===== src/rtl/beat_counter_mod.sv =====
// beat_counter_mod: beat-gated programmable-modulus counter with wrap/saturate/one-shot modes
//
// Ports:
//   clk      - clock, all state updates on the rising edge
//   reset    - synchronous active-high reset, highest priority
//   beat     - one-cycle step qualifier
//   enable   - step gate; a step needs enable & beat
//   up       - 1 count up, 0 count down
//   mode     - 00 wrap, 01 saturate, 10 one-shot, 11 wrap
//   max_val  - terminal value going up, wrap target going down
//   start    - one-shot arm (one-shot mode only)
//   load     - parallel load request
//   load_val - value to load, clamped to max_val
//   clear    - synchronous clear
//   count    - current count
//   tc       - registered one-cycle terminal-count pulse
//   running  - one-shot FSM in RUN
//   done     - one-shot FSM in DONE
module beat_counter_mod #(
    parameter int WIDTH     = 8,
    parameter int RESET_MAX = 255
) (
    input  logic             clk,
    input  logic             reset,
    input  logic             beat,
    input  logic             enable,
    input  logic             up,
    input  logic [1:0]       mode,
    input  logic [WIDTH-1:0] max_val,
    input  logic             start,
    input  logic             load,
    input  logic [WIDTH-1:0] load_val,
    input  logic             clear,
    output logic [WIDTH-1:0] count,
    output logic             tc,
    output logic             running,
    output logic             done
);

    localparam logic [1:0] S_IDLE = 2'd0;
    localparam logic [1:0] S_RUN  = 2'd1;
    localparam logic [1:0] S_DONE = 2'd2;

    // RESET_MAX documents the expected post-reset max_val; it drives no logic.
    if (RESET_MAX < 0) begin : g_reset_max_info
    end

    logic [1:0]       r_state;
    logic [WIDTH-1:0] r_count;
    logic             r_tc;

    logic             w_wrap;
    logic             w_oneshot;
    logic             w_step;
    logic             w_start;
    logic [WIDTH-1:0] w_term;
    logic [WIDTH-1:0] w_up_next;
    logic [WIDTH-1:0] w_dn_next;
    logic [WIDTH-1:0] w_next;
    logic             w_tc;
    logic [WIDTH-1:0] w_load_clamped;

    always_comb begin
        w_wrap         = ~mode[0] ^ mode[1] ? 1'b1 : 1'b0;
        w_oneshot      = mode == 2'b10;
        w_step         = enable & beat & (~w_oneshot | (r_state == S_RUN));
        // start only wins over a step when it actually arms the FSM
        w_start        = start & w_oneshot & (r_state != S_RUN);
        w_term         = up ? max_val : '0;
        // at or above max_val (max_val may have been lowered) the up step wraps or pins
        w_up_next      = (r_count < max_val) ? r_count + 1'b1 : (w_wrap ? '0 : max_val);
        // above max_val a down step clamps first; at 0 it wraps or holds
        w_dn_next      = (r_count > max_val) ? max_val :
                         (r_count != '0) ? r_count - 1'b1 : (w_wrap ? max_val : '0);
        w_next         = up ? w_up_next : w_dn_next;
        // wrap mode flags the wrapping step; others flag first arrival at the terminal
        w_tc           = w_wrap ? (up ? (r_count >= max_val) : (r_count == '0)) :
                         ((w_next == w_term) && (r_count != w_term));
        w_load_clamped = (load_val > max_val) ? max_val : load_val;
    end

    always_ff @(posedge clk) begin
        if (reset) begin
            r_state <= S_IDLE;
            r_count <= '0;
            r_tc    <= 1'b0;
        end else if (clear) begin
            r_state <= S_IDLE;
            r_count <= '0;
            r_tc    <= 1'b0;
        end else begin
            r_tc <= 1'b0;
            if (!w_oneshot)
                r_state <= S_IDLE;
            if (load) begin
                r_count <= w_load_clamped;
            end else if (w_start) begin
                r_state <= S_RUN;
            end else if (w_step) begin
                r_count <= w_next;
                r_tc    <= w_tc;
                if (w_oneshot && (w_next == w_term))
                    r_state <= S_DONE;
            end
        end
    end

    assign count   = r_count;
    assign tc      = r_tc;
    assign running = r_state == S_RUN;
    assign done    = r_state == S_DONE;

endmodule

===== config.mk =====
export PLATFORM = sky130hd
export DESIGN_NAME = beat_counter_mod
export DESIGN_NICKNAME = d
export VERILOG_FILES = /design/src/rtl/beat_counter_mod.sv
export SDC_FILE = /design/constraint.sdc
export NUM_CORES = 1
export LEC_CHECK = 0
export ABC_CLOCK_PERIOD_IN_PS = 2560
export CORE_MARGIN = 4
export CORE_UTILIZATION = 59
export DETAILED_ROUTE_END_ITERATION = 10
export DONT_BUFFER_PORTS = 1
export GPL_ROUTABILITY_DRIVEN = 0
export PLACE_DENSITY = 0.75
export SLEW_MARGIN = 20
export SYNTH_ARGS = -nofsm -noshare
export SYNTH_HDL_FRONTEND = slang
export SYNTH_SLANG_ARGS = --single-unit

===== constraint.sdc =====
create_clock -name clk -period 2.56 [get_ports clk]
set_clock_uncertainty 0.05 [all_clocks]
set_input_delay 0.256 -clock clk [delete_from_list [all_inputs] [get_ports clk]]
set_output_delay 0.256 -clock clk [all_outputs]
set_load 0.01 [all_outputs]

* Yosys cells after proc, flatten, opt, wreduce, memory -nomap -nowiden
Cells that the tools add are included. Widths: inputs -> output; s select.
Word-level totals: register bits 11, bits in latches 0, bits in writable memories 0, memory bits (read-only) 0, logic and storage cells 52, memories kept 0
Operators by class: $add $sub $neg 2, $mul 0, div/mod/pow operators 0, order comparisons 4, equal/unequal tests 7, shifts and indexed selects 0, multiplexer cells 19, bitwise logic cells 9, reductions and logical operators 8
Operators with widths (number):
- $mux 8 | 11
- $gt 8x8->1 | 2
- $mux 2 | 5
- $add 8x1->8 const B | 1
- $eq 8x8->1 | 1
- $ge 8x8->1 | 1
- $logic_not 8->1 | 1
- $lt 8x8->1 | 1
- $ne 8x8->1 | 1
- $reduce_bool 8->1 | 1
- $sub 8x1->8 const B | 1
- $reduce_or 5->1 | 1
- $and 1x1->1 | 4
- $eq 2x2->1 const B | 2
- $mux 1 | 3
- $not 1->1 | 3
- $eq 2x1->1 const B | 1
- $logic_and 1x1->1 | 2
- $ne 2x1->1 const B | 1
- $ne 2x2->1 const B | 1
- $reduce_and 2->1 | 1
- $reduce_bool 2->1 | 1
- $reduce_or 2->1 | 1
- $or 1x1->1 | 1
- $xor 1x1->1 | 1

* Logic depth before layout (Yosys ltp)
depth after elaboration 13, depth in mapped cells 12

* Least setup slack after synthesis
No wires, ideal clock.
kind input to register, start point input port max_val[1], end point register r_tc (netlist: tc), setup time 96 ps, arrival 2556 ps, required time 2414 ps, setup slack -141 ps, stages 11, path buffers 1, cells stage by stage clkbuf_1 > inv_1 > ha_1 > nor2b_1 > o211ai_2 > a21o_1 > and4_1 > or3_1 > a311oi_2 > nand4_2 > o41ai_2
Between the ends: cells in the longest elaborated chain, start to end 7
RTL lines:
- from (decl) | line 29 | input logic [WIDTH-1:0] max_val,
- parallel branches: the longest is 6 deep, another holds $gt 8x8->1
- $mux 1 * | line 77 | w_tc = w_wrap ? (up ? (r_count >= max_val) : (r_count == '0)) :
- to (signal assigned) | line 101 | r_tc <= w_tc;
- to (decl) | line 50 | logic r_tc;
Mark *: on every way between the ends. A chain may end at the register's enable or synchronous reset.

* Final worst setup path
start point register r_count[0] (netlist: count[0]), end point register r_tc (netlist: tc)
Between the ends: cells in the longest elaborated chain, start to end 7
RTL lines:
- from (decl) | line 49 | logic [WIDTH-1:0] r_count;
- from (signal assigned) | line 96 | r_count <= w_load_clamped;
- from (signal assigned) | line 100 | r_count <= w_next;
- $sub 8x1->8 / $reduce_bool 8->1 (equally long branches) | line 74 | (r_count != '0) ? r_count - 1'b1 : (w_wrap ? max_val : '0);
- $mux 8 | line 74
- $mux 8 | line 73 | w_dn_next = (r_count > max_val) ? max_val :
- $mux 8 | line 75 | w_next = up ? w_up_next : w_dn_next;
- $eq 8x8->1 | line 78 | ((w_next == w_term) && (r_count != w_term));
- $logic_and 1x1->1 | line 78
- $mux 1 * | line 77
Mark *: on every way between the ends. The rest lies on a longest branch, timed or not.

==> summary.md <==
| Metric | Value |
|---|---|
| Die ar. | `between 4000 and 5000 um^2` |
| Crit Path Max Fanout | `6` |
| Routed Antenna Nets | `0` |
| Ant diodes | `0` |
| CTS H-tree depth | `1` |
| Final worst slack | `-86.96 ps` |
| Worst-path clk slew | `roughly 60 ps` |
| Sequential cell area | `225.2 um^2` |
| Critical Path RT | `between 2000 and 3000 ps` |
| Post-route insts no fill | `344` |
| Peak VDD IR | `approximately 0.00028 V` |
| TritonCTS Buffers | `3` |
| Worst min path class | `in2reg` |
| Pwr per Cell Area | `335.9 nW/um^2` |
| #FFs+latches synth | `11` |
| Synth area leaders | `ha_1, dfxtp_1, a211oi_1` |
| Die X | `69.25 um` |
| Post-layout min period | `between 2000 and 3000 ps` |
| Root Buffer | `clkbuf_8` |
| LEAKAGE | `0.001014 uW` |
| Routed WL | `7383 um` |
| CTS tree | `yes` |
| Fill count | `286` |
| Latest clock arrival within the worst-skew pair | `250 ps` |
| Via count | `about 2500` |
| Port Buffers | `0` |
| DRC viols | `0` |
| Synth cell types | `69` |
| Core ar. | `3468 um^2` |
| Mean area per synthesized cell | `7.659 um^2` |
| MaxCap Viol Count | `0` |
| Synth Instances | `slightly below 300` |
| Die height | `69.25 um` |
| Setup tns final | `-134.0 ps` |
| Layout area overhead | `15.77%` |
| Commonest non-fill, non-tap cells in the layout | `buf_4, nand2_1, inv_1` |
| Status | `finished, violations left` |
| Initial core utilization | `0.6382` |
| Initial DRC count | `349` |
| Top cell type's share of synthesized area | `0.1074` |
| First-pass GRT wire length | `between 10000 and 15000 um` |
| # nets final | `~340` |
| Initial antenna violation count | `0` |
| Largest net degree at the start of global routing | `38` |
| Post-route clock period utilization | `1.034` |
| Critical path type | `reg2reg` |
| Most common cell after layout, fill and taps aside | `buf_4` |
| Netlist Area Pre-Place | `around 2200 um^2` |
| Dpl cells | `336` |
| Syn nets | `between 300 and 400` |
| Detailed Place HPWL | `5443 um` |
| Synth Flop Type | `dfxtp_1` |
| Worst-case clock buffer depth | `2` |
| Failing checks | `setup timing` |
| Grt ovf | `0` |
| Drt pass-1 iters | `6` |
| I/O pins | `37` |
| Type of destination of the critical path | `register` |
| Worst-Margin Slew | `517.0 ps` |
| Slew margin rel. | `0.6522` |
| CP startpoint kind | `register` |
| Largest area contributor in the netlist | `ha_1` |
| Vias/cell | `between 7 and 8` |
| Total GRT Usage | `0.2974` |
| Asr flop ratio synth | `0` |
| Warnings from Yosys | `0` |
| Number of synthesized flops with an enable pin | `0` |
| Area occupied by multi-input gates | `approximately 1900 um^2` |
| CP arrival | `2740 ps` |
| Hold WS | `49.75 ps` |
| Rows | `21` |
| RSZ-0062 raised after global routing | `yes` |
| Routed len/inst | `around 21 um` |
| Register area share after synthesis | `0.09949` |
| Final setup violation count | `4` |
| DP Worst Slack | `-68.16 ps` |
| Highest Clock Rate | `0.3778 GHz` |
| Number of global-route vias before repair | `roughly 2300` |
| CTS sink count | `11` |
| Hold_buf cts | `0` |
| Layout cells sized above 1 | `0.2584` |
| Final hold violation count | `0` |
| Final slew viol count | `0` |
[cell families (layout without fill, tap and decap cells)]
kind of cell | count (synthesis) | in the layout | share of synthesized area
AO/OA/AOI/OAI | 103 | 103 | 0.3550
XOR/XNOR | 16 | 16 | 0.06332
adder cells (fa/ha/maj) | 19 | 19 | 0.1074
buffers and inverters | 42 | 51 | 0.08253
flip-flops | 11 | 11 | 0.09949
multiplexers | 11 | 11 | 0.05257
AND/OR/NAND/NOR | 87 | 87 | 0.2397
[registers in the layout (all words and copies together) (netlist names)]
name	count
count	8
r_state	2
tc	1
[Yosys cell counts, types with 2 or more instances]
master / n
nand2_1: 18
a211oi_1: 15
a221o_1: 4
ha_1: 19
o21a_1: 3
buf_1: 2
o211ai_1: 2
a31oi_1: 8
nor2_1: 15
and3_1: 3
o21ai_0: 15
buf_2: 7
mux2i_1: 9
nand3b_1: 5
nor4_1: 2
a22oi_1: 5
o2111ai_1: 3
nor3_1: 6
dfxtp_1: 11
xor2_1: 8
inv_1: 17
a21oi_1: 18
a221oi_1: 5
o41ai_1: 2
buf_6: 2
a21o_1: 2
clkbuf_1: 13
nor3_2: 2
xnor2_1: 8
nand3_1: 15
nor2b_1: 4
nand4_1: 2
and4_1: 3
[final timing paths]
kind,from,to,slack [ps],cells after the start
max,count[0],tc,-90,10
max reg2reg,count[0],tc,-90,10
min reg2reg,r_state[1],r_state[1],460,2
min,load,count[6],50,1
[timing repair]
action / CTS / global route
resized for setup: 3 / 15
endpoints found under the setup margin: 2 / 7
buffers inserted: 2 / 3
pin swaps: 2 / 10
endpoints found under the hold margin: 0 / 0
[routing by layer]
metal / GRT usage / vias up / share of wire
li1: - / 1124 / -
met1: 0.4054 / 1116 / 0.38
met2: 0.4470 / 197 / 0.45
met3: 0.08551 / 38 / 0.14
met4: 0.09761 / 0 / 0.040
met5: 0 / - / 0
[where the power goes]
| part | switching (uW) | internal, uW |
|---|---|---|
| sequential | 6.43 | 178 |
| clock | 88.0 | 108 |
| combinational | 267 | 213 |
[through the flow]
stage | util | cell area [um^2] | power (uW)
after floorplan | - | 2275 | 543.6
after global placement | 0.6916 | 2399 | 622.4
after detailed placement | 0.6916 | 2399 | 628.0
after CTS | 0.7136 | 2475 | 829.1
after global routing | 0.7388 | 2562 | 906.4
final | 0.7388 | 2562 | 860.6
[worst max-delay path: stages (launching register included)]
cell and delay (ps):
dfxtp_4 370, inv_2 60, ha_2 310, nand4_1 180, or2_4 310, nand2_4 110, nand3_4 130, a221oi_4 340
a2bb2oi_2 190, nand4_2 140, o41ai_2 350
[area by class of cell]
class | count | share of cell area
clock inverters | 1 | 0.001953
repair buffers | 30 | 0.09424
flip-flops and latches | 11 | 0.08789
well taps | 46 | 0.02246
clock buffers | 3 | 0.01611
inverters | 17 | 0.02490
multi-input cells | 236 | 0.7524
Note: power is estimated with default switching activity, not from simulation.
